**src/rtl/ex_stage.sv**
```systemverilog
// Execute stage: ID/EX register, operand forwarding, ALU drive
// and EX/MEM capture with branch resolution.
`ifndef FN_F
`define FN_F 0
`endif

module ex_stage #(
  parameter int BIT_WIDTH = 32,
  parameter int REG_W     = 4,
  parameter int FN_W      = 5
) (
  input  logic                 clk,
  input  logic                 reset,
  input  logic                 id_valid,
  output logic                 id_ready,
  input  logic [FN_W-1:0]      id_alu_fn,
  input  logic [REG_W-1:0]     id_rs1,
  input  logic [REG_W-1:0]     id_rs2,
  input  logic [BIT_WIDTH-1:0] id_rs1_data,
  input  logic [BIT_WIDTH-1:0] id_rs2_data,
  input  logic [BIT_WIDTH-1:0] id_imm,
  input  logic                 id_use_imm,
  input  logic [REG_W-1:0]     id_rd,
  input  logic                 id_wr_en,
  input  logic                 id_is_branch,
  input  logic [BIT_WIDTH-1:0] id_br_target,
  input  logic                 ex_stall,
  input  logic                 flush,
  input  logic                 mem_wr_en,
  input  logic [REG_W-1:0]     mem_rd,
  input  logic [BIT_WIDTH-1:0] mem_data,
  input  logic                 wb_wr_en,
  input  logic [REG_W-1:0]     wb_rd,
  input  logic [BIT_WIDTH-1:0] wb_data,
  output logic [FN_W-1:0]      alu_fn,
  output logic [BIT_WIDTH-1:0] alu_in1,
  output logic [BIT_WIDTH-1:0] alu_in2,
  input  logic [BIT_WIDTH-1:0] alu_out,
  output logic                 exm_valid,
  output logic [BIT_WIDTH-1:0] exm_result,
  output logic [REG_W-1:0]     exm_rd,
  output logic                 exm_wr_en,
  output logic                 br_taken,
  output logic [BIT_WIDTH-1:0] br_target
);

  typedef struct packed {
    logic                 valid;
    logic [FN_W-1:0]      fn;
    logic [REG_W-1:0]     rs1;
    logic [REG_W-1:0]     rs2;
    logic [BIT_WIDTH-1:0] rs1_data;
    logic [BIT_WIDTH-1:0] rs2_data;
    logic [BIT_WIDTH-1:0] imm;
    logic                 use_imm;
    logic [REG_W-1:0]     rd;
    logic                 wr_en;
    logic                 is_branch;
    logic [BIT_WIDTH-1:0] br_target;
  } id_ex_t;

  id_ex_t               id_ex;
  id_ex_t               id_ex_d;
  logic [BIT_WIDTH-1:0] fwd1;
  logic [BIT_WIDTH-1:0] fwd2;

  assign id_ready = !ex_stall;

  always_comb begin
    id_ex_d           = '0;
    id_ex_d.valid     = id_valid;
    id_ex_d.fn        = id_alu_fn;
    id_ex_d.rs1       = id_rs1;
    id_ex_d.rs2       = id_rs2;
    id_ex_d.rs1_data  = id_rs1_data;
    id_ex_d.rs2_data  = id_rs2_data;
    id_ex_d.imm       = id_imm;
    id_ex_d.use_imm   = id_use_imm;
    id_ex_d.rd        = id_rd;
    id_ex_d.wr_en     = id_wr_en;
    id_ex_d.is_branch = id_is_branch;
    id_ex_d.br_target = id_br_target;
  end

  // Flush wins over stall and also drops a same-cycle transfer.
  always_ff @(posedge clk) begin
    if (reset)
      id_ex <= '0;
    else if (flush)
      id_ex.valid <= 1'b0;
    else if (!ex_stall)
      id_ex <= id_ex_d;
  end

  always_comb begin
    fwd1 = id_ex.rs1_data;
    priority case (1'b1)
      exm_valid && exm_wr_en
        && exm_rd == id_ex.rs1:          fwd1 = exm_result;
      mem_wr_en && mem_rd == id_ex.rs1: fwd1 = mem_data;
      wb_wr_en && wb_rd == id_ex.rs1:   fwd1 = wb_data;
      default:                          fwd1 = id_ex.rs1_data;
    endcase
  end

  always_comb begin
    fwd2 = id_ex.rs2_data;
    priority case (1'b1)
      exm_valid && exm_wr_en
        && exm_rd == id_ex.rs2:          fwd2 = exm_result;
      mem_wr_en && mem_rd == id_ex.rs2: fwd2 = mem_data;
      wb_wr_en && wb_rd == id_ex.rs2:   fwd2 = wb_data;
      default:                          fwd2 = id_ex.rs2_data;
    endcase
  end

  assign alu_in1 = fwd1;
  assign alu_in2 = id_ex.use_imm ? id_ex.imm : fwd2;
  assign alu_fn  = id_ex.valid ? id_ex.fn : FN_W'(`FN_F);

  // EX/MEM ignores flush so the redirecting branch still retires.
  always_ff @(posedge clk) begin
    if (reset) begin
      exm_valid  <= 1'b0;
      exm_result <= '0;
      exm_rd     <= '0;
      exm_wr_en  <= 1'b0;
      br_taken   <= 1'b0;
      br_target  <= '0;
    end else if (!ex_stall) begin
      exm_valid  <= id_ex.valid;
      exm_result <= alu_out;
      exm_rd     <= id_ex.rd;
      exm_wr_en  <= id_ex.wr_en && id_ex.valid;
      br_taken   <= id_ex.valid && id_ex.is_branch && alu_out[0];
      br_target  <= id_ex.br_target;
    end
  end

endmodule

```
**config.mk**
```make
export PLATFORM = sky130hd
export DESIGN_NAME = ex_stage
export DESIGN_NICKNAME = d
export VERILOG_FILES = /design/src/rtl/ex_stage.sv
export SDC_FILE = /design/constraint.sdc
export NUM_CORES = 1
export LEC_CHECK = 0
export CORE_MARGIN = 4
export CORE_UTILIZATION = 30
export DETAILED_ROUTE_END_ITERATION = 8
export PLACE_DENSITY = 0.57
export SYNTH_ARGS = -nofsm -noshare
export SYNTH_HDL_FRONTEND = slang
export SYNTH_SLANG_ARGS = --single-unit
```
**constraint.sdc**
```tcl
create_clock -name clk -period 2.75 [get_ports clk]
set_input_delay 0.275 -clock clk [delete_from_list [all_inputs] [get_ports clk]]
set_output_delay 0.275 -clock clk [all_outputs]
set_load 0.03 [all_outputs]
```
==> key figures, run 1 <==
Clock tree
  – # H-tree levels: 1
  – Clk Latency, worst-skew pair: 0.55 ns
  – CTS Buffer Depth: 3
  – Root Driver: clkbuf_16
  – Hold-fix buffers at CTS: 0
  – Clk pin slew, worst setup/hold paths: 0.06 ns
  – Clock Sinks: 220
  – CTS buffer count: 28
  – CTS tree: done

Synth
  – Sequential share of the synthesized area: 42.3%
  – YS warnings: 0
  – Yosys cell types: 36
  – #FFs+latches synth: 220
  – Post-Synthesis Cells: ~1.4k
  – Top area cells in the synthesized netlist: dfxtp_1 (42%), nand2_1 (15%), a21oi_1 (9.0%)
  – Share of the synthesized area in the top cell type: a little over two fifths
  – Yosys top cell by area: dfxtp_1
  – Count leader, synth: nand2_1
  – Synth Flop Type: dfxtp_1
  – Asr flop ratio synth: 0%
  – Post-synth EDFFs: 0
  – Post-synth top cells: nand2_1 (413), dfxtp_1 (220), a21oi_1 (187)
  – Net Count, Synth: 1650
  – Synthesized area per cell: 7.49 sq um
  – Mapped Area: 10400 sq um

Setup path
  – CP Class: reg2out
  – Crit path DAT: between 2 and 2.5 ns
  – Worst setup EP type: output port
  – Worst Path Max Fanout: 5
  – Critical Path Source Type: register
  – Worst Path Required: 2.48 ns

Power
  – Seq pwr share: 40.0%
  – P_int: 6190 uW
  – Net Sw Power: 2420 uW
  – VDD IR max: just over 0.0005 V
  – Power Total: 8620 uW
  – Combinational Power Share: ~19%
  – Clock power frac: 40.7%
  – Net Sw Frac: 28.1%
  – Leakage Power: 0.00603 uW
  – Ratio of total power to cell area: around 540 nW/um^2

Drt
  – Vias: 11.2k
  – DRT Pass-1 Iters: 5
  – Routed WL: 46.9 mm
  – Vias per inst: 5.07
  – DR WL/cell: between 20 and 25 um
  – Drt drc: 0
  – DRT antenna net count: 0
  – Initial DRC count: 641

Placed design
  – Final HPWL DP: around 31 mm
  – Number of I/O port buffers: ~400
  – Worst Setup Slack post-DPL: 0.0242 ns
  – Area post-placement: 14800 sq um
  – GPL Wtd Cong: 0.878

STA
  – Slew Limit Fails: 0
  – Setup_tns: 0 ns
  – Hold slack: 0.151 ns
  – Slew HR: 61.5%
  – Clk_skew: 0.00526 ns
  – Slew @ Worst Pin: 0.577 ns
  – Final worst-path cycle share: 96.8%
  – Final Hold Viols: 0
  – Final setup violation count: 0
  – Achievable Freq: 376 MHz
  – Post-route minimum period: 2.66 ns
  – Slack of the critical path: just under 0.09 ns

Die
  – Rows: between 60 and 70
  – Initial Util: 30.8%
  – Die Area: approximately 38000 sq um
  – Core Area: 33900 sq um
  – Chip Height: 194 um
  – I/O pin total: 400
  – Die Wd: 194 um

Global route
  – Vias in the first global route: 11.2k
  – GRT overflow: 0
  – Initial antenna violation count: 10
  – First-pass GRT wire length: 68.3 mm
  – Largest net degree at the start of global routing: ~120
  – Total Routing Usage GR: between 20% and 30%

Outcome
  – Status: complete, no violations

Finish
  – Final Net Count: 2008
  – Cell area after layout: 16000 sq um
  – Area grow syn2layout: 53.2%
  – Share of layout cells above drive strength 1: 12.1%

Job
  – Max Cap Viol: 0

Worst hold path
  – Hold Path Class: in2reg
cell families after synthesis:
kind of cell              Yosys count  share of synthesized area (%)
DFF                               220                           42.3
muxes                              69                           6.63
AOI/OAI and AO/OA                 376                           22.1
buffers and inverters             125                           5.32
xor gates and xnor gates           24                           2.02
and+or+nand+nor                   577                           21.6
critical path, stage by stage (launching register included):
cell,delay (ns)
dfxtp_2,0.35
xor2_1,0.18
nor3_2,0.21
and3_4,0.24
buf_12,0.15
clkbuf_16,0.16
a211oi_2,0.05
o31ai_1,0.26
buf_4,0.22
per-stage QoR:
stage / utilization [%] / std cells
2_1_floorplan: - / 1391
3_3_place_gp: 43.7 / 2159
3_5_place_dp: 43.7 / 2159
4_1_cts: 46.5 / 2208
5_1_grt: 47.1 / 2217
6_report: 47.1 / 2217
worst paths after layout:
kind              depth (start not counted)             to        from  slack, ns
setup / recovery                          8     alu_in1[7]  id_ex[142]       0.09
hold / removal                            2  br_target[13]       reset       0.15
setup reg to reg                          3      id_ex[38]   id_ex[38]       1.67
hold reg to reg                           2     id_ex[147]  id_ex[147]       0.45
repair_timing:
action | in CTS | in global routing
pin swaps | 0 | 20
endpoints found under the setup margin | 33 | 55
resized for setup | 19 | 19
cloned | 1 | 4
buffers inserted | 0 | 3
registers in the layout, summed over array words and instances (netlist names):
register	cells
br_target	32
exm_wr_en	1
id_ex	149
exm_result	32
exm_rd	4
exm_valid	1
br_taken	1
cell usage in the layout, fill, tap and decap left out, types with 3 or more instances in the layout:
| cell | count |
|---|---|
| nand2_1 | 412 |
| clkdlybuf4s50_1 | 332 |
| dfxtp_1 | 211 |
| a21oi_1 | 187 |
| nor2_1 | 135 |
| buf_4 | 85 |
| mux2i_1 | 69 |
| o21ai_0 | 37 |
| o22ai_1 | 32 |
| clkbuf_16 | 32 |
| a211oi_2 | 28 |
| o31ai_1 | 27 |
| o21ai_1 | 26 |
| o21bai_1 | 24 |
| buf_12 | 18 |
| xnor2_1 | 16 |
| clkbuf_1 | 9 |
| dfxtp_2 | 9 |
| inv_1 | 7 |
| xor2_1 | 6 |
| o31ai_2 | 5 |
| and2_1 | 5 |
| nor4_1 | 5 |
| clkbuf_8 | 4 |
| nand3_2 | 3 |
| clkinv_2 | 3 |
layer usage:
metal  GRT usage, %  wire (um)  up-vias
li1               -          -     5394
met2           37.9      21900      459
met5              0        121        -
met3           7.57       4030       99
met4           6.15       1180       16
met1           28.3      19600     5269
power groups by stage:
stage	clock, uW	sequential, uW	combinational [uW]
floorplan	0	3550	728
global placement	0	3510	1630
detailed placement	0	3510	1640
CTS	3620	3440	1660
global route	3720	3460	1780
finish	3510	3440	1670
final cells by class:
cell class | instances | area (sq um)
clock buffer | 41 | 790
multi-input combinational | 1046 | 5560
sequential | 220 | 4420
antenna | 2 | 5.00
timing repair buffer | 445 | 4510
fill | 3406 | 17900
inverter | 8 | 30.0
clock inverter | 7 | 80.1
tap | 448 | 561
Note: power is estimated with default switching activity, not from simulation.
==> run 2, diff against run 1 <==
Settings changed: PLACE_DENSITY 0.57 to 0.6, SLEW_MARGIN set to 20.
Clock period 2.75 ns to 2.17 ns, I/O delays scaled along.
==> key figures, run 2 (synthesis gave the netlist of run 1 again) <==
Placed design
  – Final HPWL DP: 33.5 mm (+6.8%)
  – # placed instances: 2201 (+1.9%)
  – GPL Wtd Cong: 0.947 (+7.8%)
  – Number of I/O port buffers: 399 (unchanged)

Finish
  – Biggest regs: id_ex: 149 flops, br_target: 32 flops, exm_result: 32 flops
  – Max reg flops: 149 (unchanged)
  – Final Net Count: 2076 (+3.4%)
  – Area grow syn2layout: 70.9%
  – Area taken by multi-input logic gates: 6300 sq um (+13%)
  – Share of layout cells above drive strength 1: 22.6% (+11 points)
  – Final cell utilization of the core: 52.6% (+5.5 points)
  – Fill cell count: 3207 (-5.8%)
  – Sequential cell area: 4430 sq um (+0.23%)
  – Commonest non-fill, non-tap cell in the layout: nand2_1
  – Commonest cells after routing, fill and taps aside: nand2_1 (412), clkdlybuf4s50_1 (328), dfxtp_1 (209)
  – Most flop-heavy register: id_ex
  – Final std cells w/o fill: 2290 (+3.3%)

Worst hold path
  – Hold Path Class: in2reg
  – Hold path start: reset
  – Hold Crit Depth: 2 (unchanged)

Clock tree
  – CTS buffer count: 27 (-3.6%)
  – Clock Sinks: 220 (unchanged)
  – # H-tree levels: 1 (unchanged)
  – CTS Buffer Depth: 3 (unchanged)
  – CTS tree: done
  – Clk Latency, worst-skew pair: 0.53 ns (-0.02 ns)
  – Root Driver: clkbuf_16
  – Clk pin slew, worst setup/hold paths: 0.06 ns (about the same)

Drt
  – Vias: 11.7k (+4.3%)
  – DRT Pass-1 Iters: 5 (unchanged)
  – Drt drc: 0 (unchanged)
  – DRT antenna net count: 0 (unchanged)
  – Vias per inst: 5.12 (+0.96%)
  – Routed WL: 49.1 mm (+4.8%)
  – DR WL/cell: 21.4 um (+1.4%)
  – Initial DRC count: 714 (+11%)

Setup path
  – R2R depth: 3 (unchanged)
  – Critical Path Source Type: register
  – CP Cell Sequence: xor2_1, nor3_1, buf_4, and3_4, buf_12, buf_12, a211oi_2, o31ai_2, buf_4
  – CP peak stage delay: 0.33 ns (-0.02 ns)
  – CP Class: reg2out
  – Worst Path Required: 1.95 ns (-0.53 ns)
  – Worst setup EP type: output port
  – Slowest-stage cell, CP: dfxtp_2
  – R2R Path Start: id_ex[148]
  – CP startpoint: id_ex[140]
  – Worst Path Max Fanout: 10 (+5)
  – Crit path DAT: 2.42 ns (+0.03 ns)

STA
  – Final worst-path cycle share: 121%
  – Final setup violation count: 64 (+64)
  – Clk_skew: 0.00466 ns (-0.000597 ns)
  – Final Hold Viols: 0 (unchanged)
  – Slack of the critical path: -0.466 ns (-0.555 ns)
  – Hold slack: 0.0973 ns (-0.0540 ns)
  – Slew Limit Fails: 0 (unchanged)
  – Slew @ Worst Pin: 0.523 ns (-0.0546 ns)
  – Slew HR: 65.1% (+3.6 points)
  – Post-route minimum period: 2.64 ns
  – RSZ-0062 raised after global routing: yes
  – Achievable Freq: 379 MHz

Die
  – I/O pin total: 400 (unchanged)
  – Initial Util: 30.8% (unchanged)
  – Chip Height: 194 um (unchanged)
  – Rows: 67 (unchanged)
  – Core Area: 33900 sq um (unchanged)
  – Die Wd: 194 um (unchanged)
  – Die Area: 37800 sq um (unchanged)

Power
  – Net Sw Power: 3240 uW (+34%)
  – Power Total: 11800 uW (+36%)
  – VDD IR max: 0.000608 V (+19%)
  – Clock power frac: 41.9% (+1.2 points)
  – Seq pwr share: 37.1% (-2.9 points)
  – Leakage Power: 0.00689 uW (+14%)
  – P_int: 8520 uW (+38%)
  – Combinational Power Share: 21.0% (+1.7 points)
  – Net Sw Frac: 27.5% (-0.59 points)
  – Ratio of total power to cell area: 660 nW/um^2 (+22%)

Outcome
  – Status: finished, violations left
  – Failing checks: setup timing

Global route
  – Vias in the first global route: 11.4k (+2.6%)
  – GRT overflow: 0 (unchanged)
  – Total Routing Usage GR: 23.5% (+0.73 points)
  – Largest net degree at the start of global routing: 62 (-46%)
  – Initial antenna violation count: 9 (-1)
  – First-pass GRT wire length: 70.3 mm (+3.0%)

Job
  – Max Cap Viol: 0 (unchanged)
==> run 2: power by group through the flow <==
stage	registers, uW	clock network [uW]	logic, uW
final	4360	4930	2460
after global routing	4380	5200	2600
after CTS	4360	5040	2270
after detailed placement	4440	0	2220
after global placement	4440	0	2200
after floorplan	4500	0	936
==> run 2: worst paths after layout <==
kind | to | slack, ns
worst max register to register | br_taken | 1.13
worst min-delay path | exm_rd[1] | 0.1
worst min register to register | id_ex[12] | 0.45
worst max-delay path | alu_in1[10] | -0.47
==> run 2: per-layer routing <==
metal  GRT usage, %  vias to the layer above  part of all wire (%)
met4           6.12                        8                   3.1
met3           7.46                      102                   9.6
li1               -                     5555                     -
met1           29.8                     5533                    41
met2           38.8                      520                    46
met5              0                        -                  0.11
==> run 2: per-stage QoR <==
stage | TNS [ns] | cell area (sq um) | worst slack [ns]
after floorplan | -0.482 | 10500 | -0.0371
after global placement | -22.50 | 15400 | -0.445
after detailed placement | -22.76 | 15400 | -0.452
after CTS | -25.74 | 16700 | -0.501
after global routing | -30.50 | 17800 | -0.572
final | -23.80 | 17800 | -0.466
==> run 2: cell type report <==
| cell class | instances | share of cell area, % |
|---|---|---|
| inverters | 8 | 0.169 |
| well taps | 448 | 3.15 |
| clock inverters | 10 | 0.885 |
| repair buffers | 513 | 30.9 |
| diodes | 4 | 0.0562 |
| multi-input cells | 1047 | 35.4 |
| clock buffers | 40 | 4.63 |
| flip-flops and latches | 220 | 24.9 |
==> run 2: what timing repair did <==
| action | in CTS | in global routing |
|---|---|---|
| endpoints found under the setup margin | 64 | 68 |
| hold buffers | 0 | 0 |
| pin swaps | 37 | 73 |
| resized for setup | 74 | 166 |
| endpoints found under the hold margin | 0 | 0 |
| buffers inserted | 1 | 26 |
| gates cloned | 2 | 9 |
==> run 2: critical path: cells and delay by family (launching register included) <==
kind	cells	cell delay, ns
and+or+nand+nor	2	0.42
AOI/OAI and AO/OA	2	0.29
buffers and inverters	4	0.70
DFF	1	0.33
xor gates and xnor gates	1	0.15
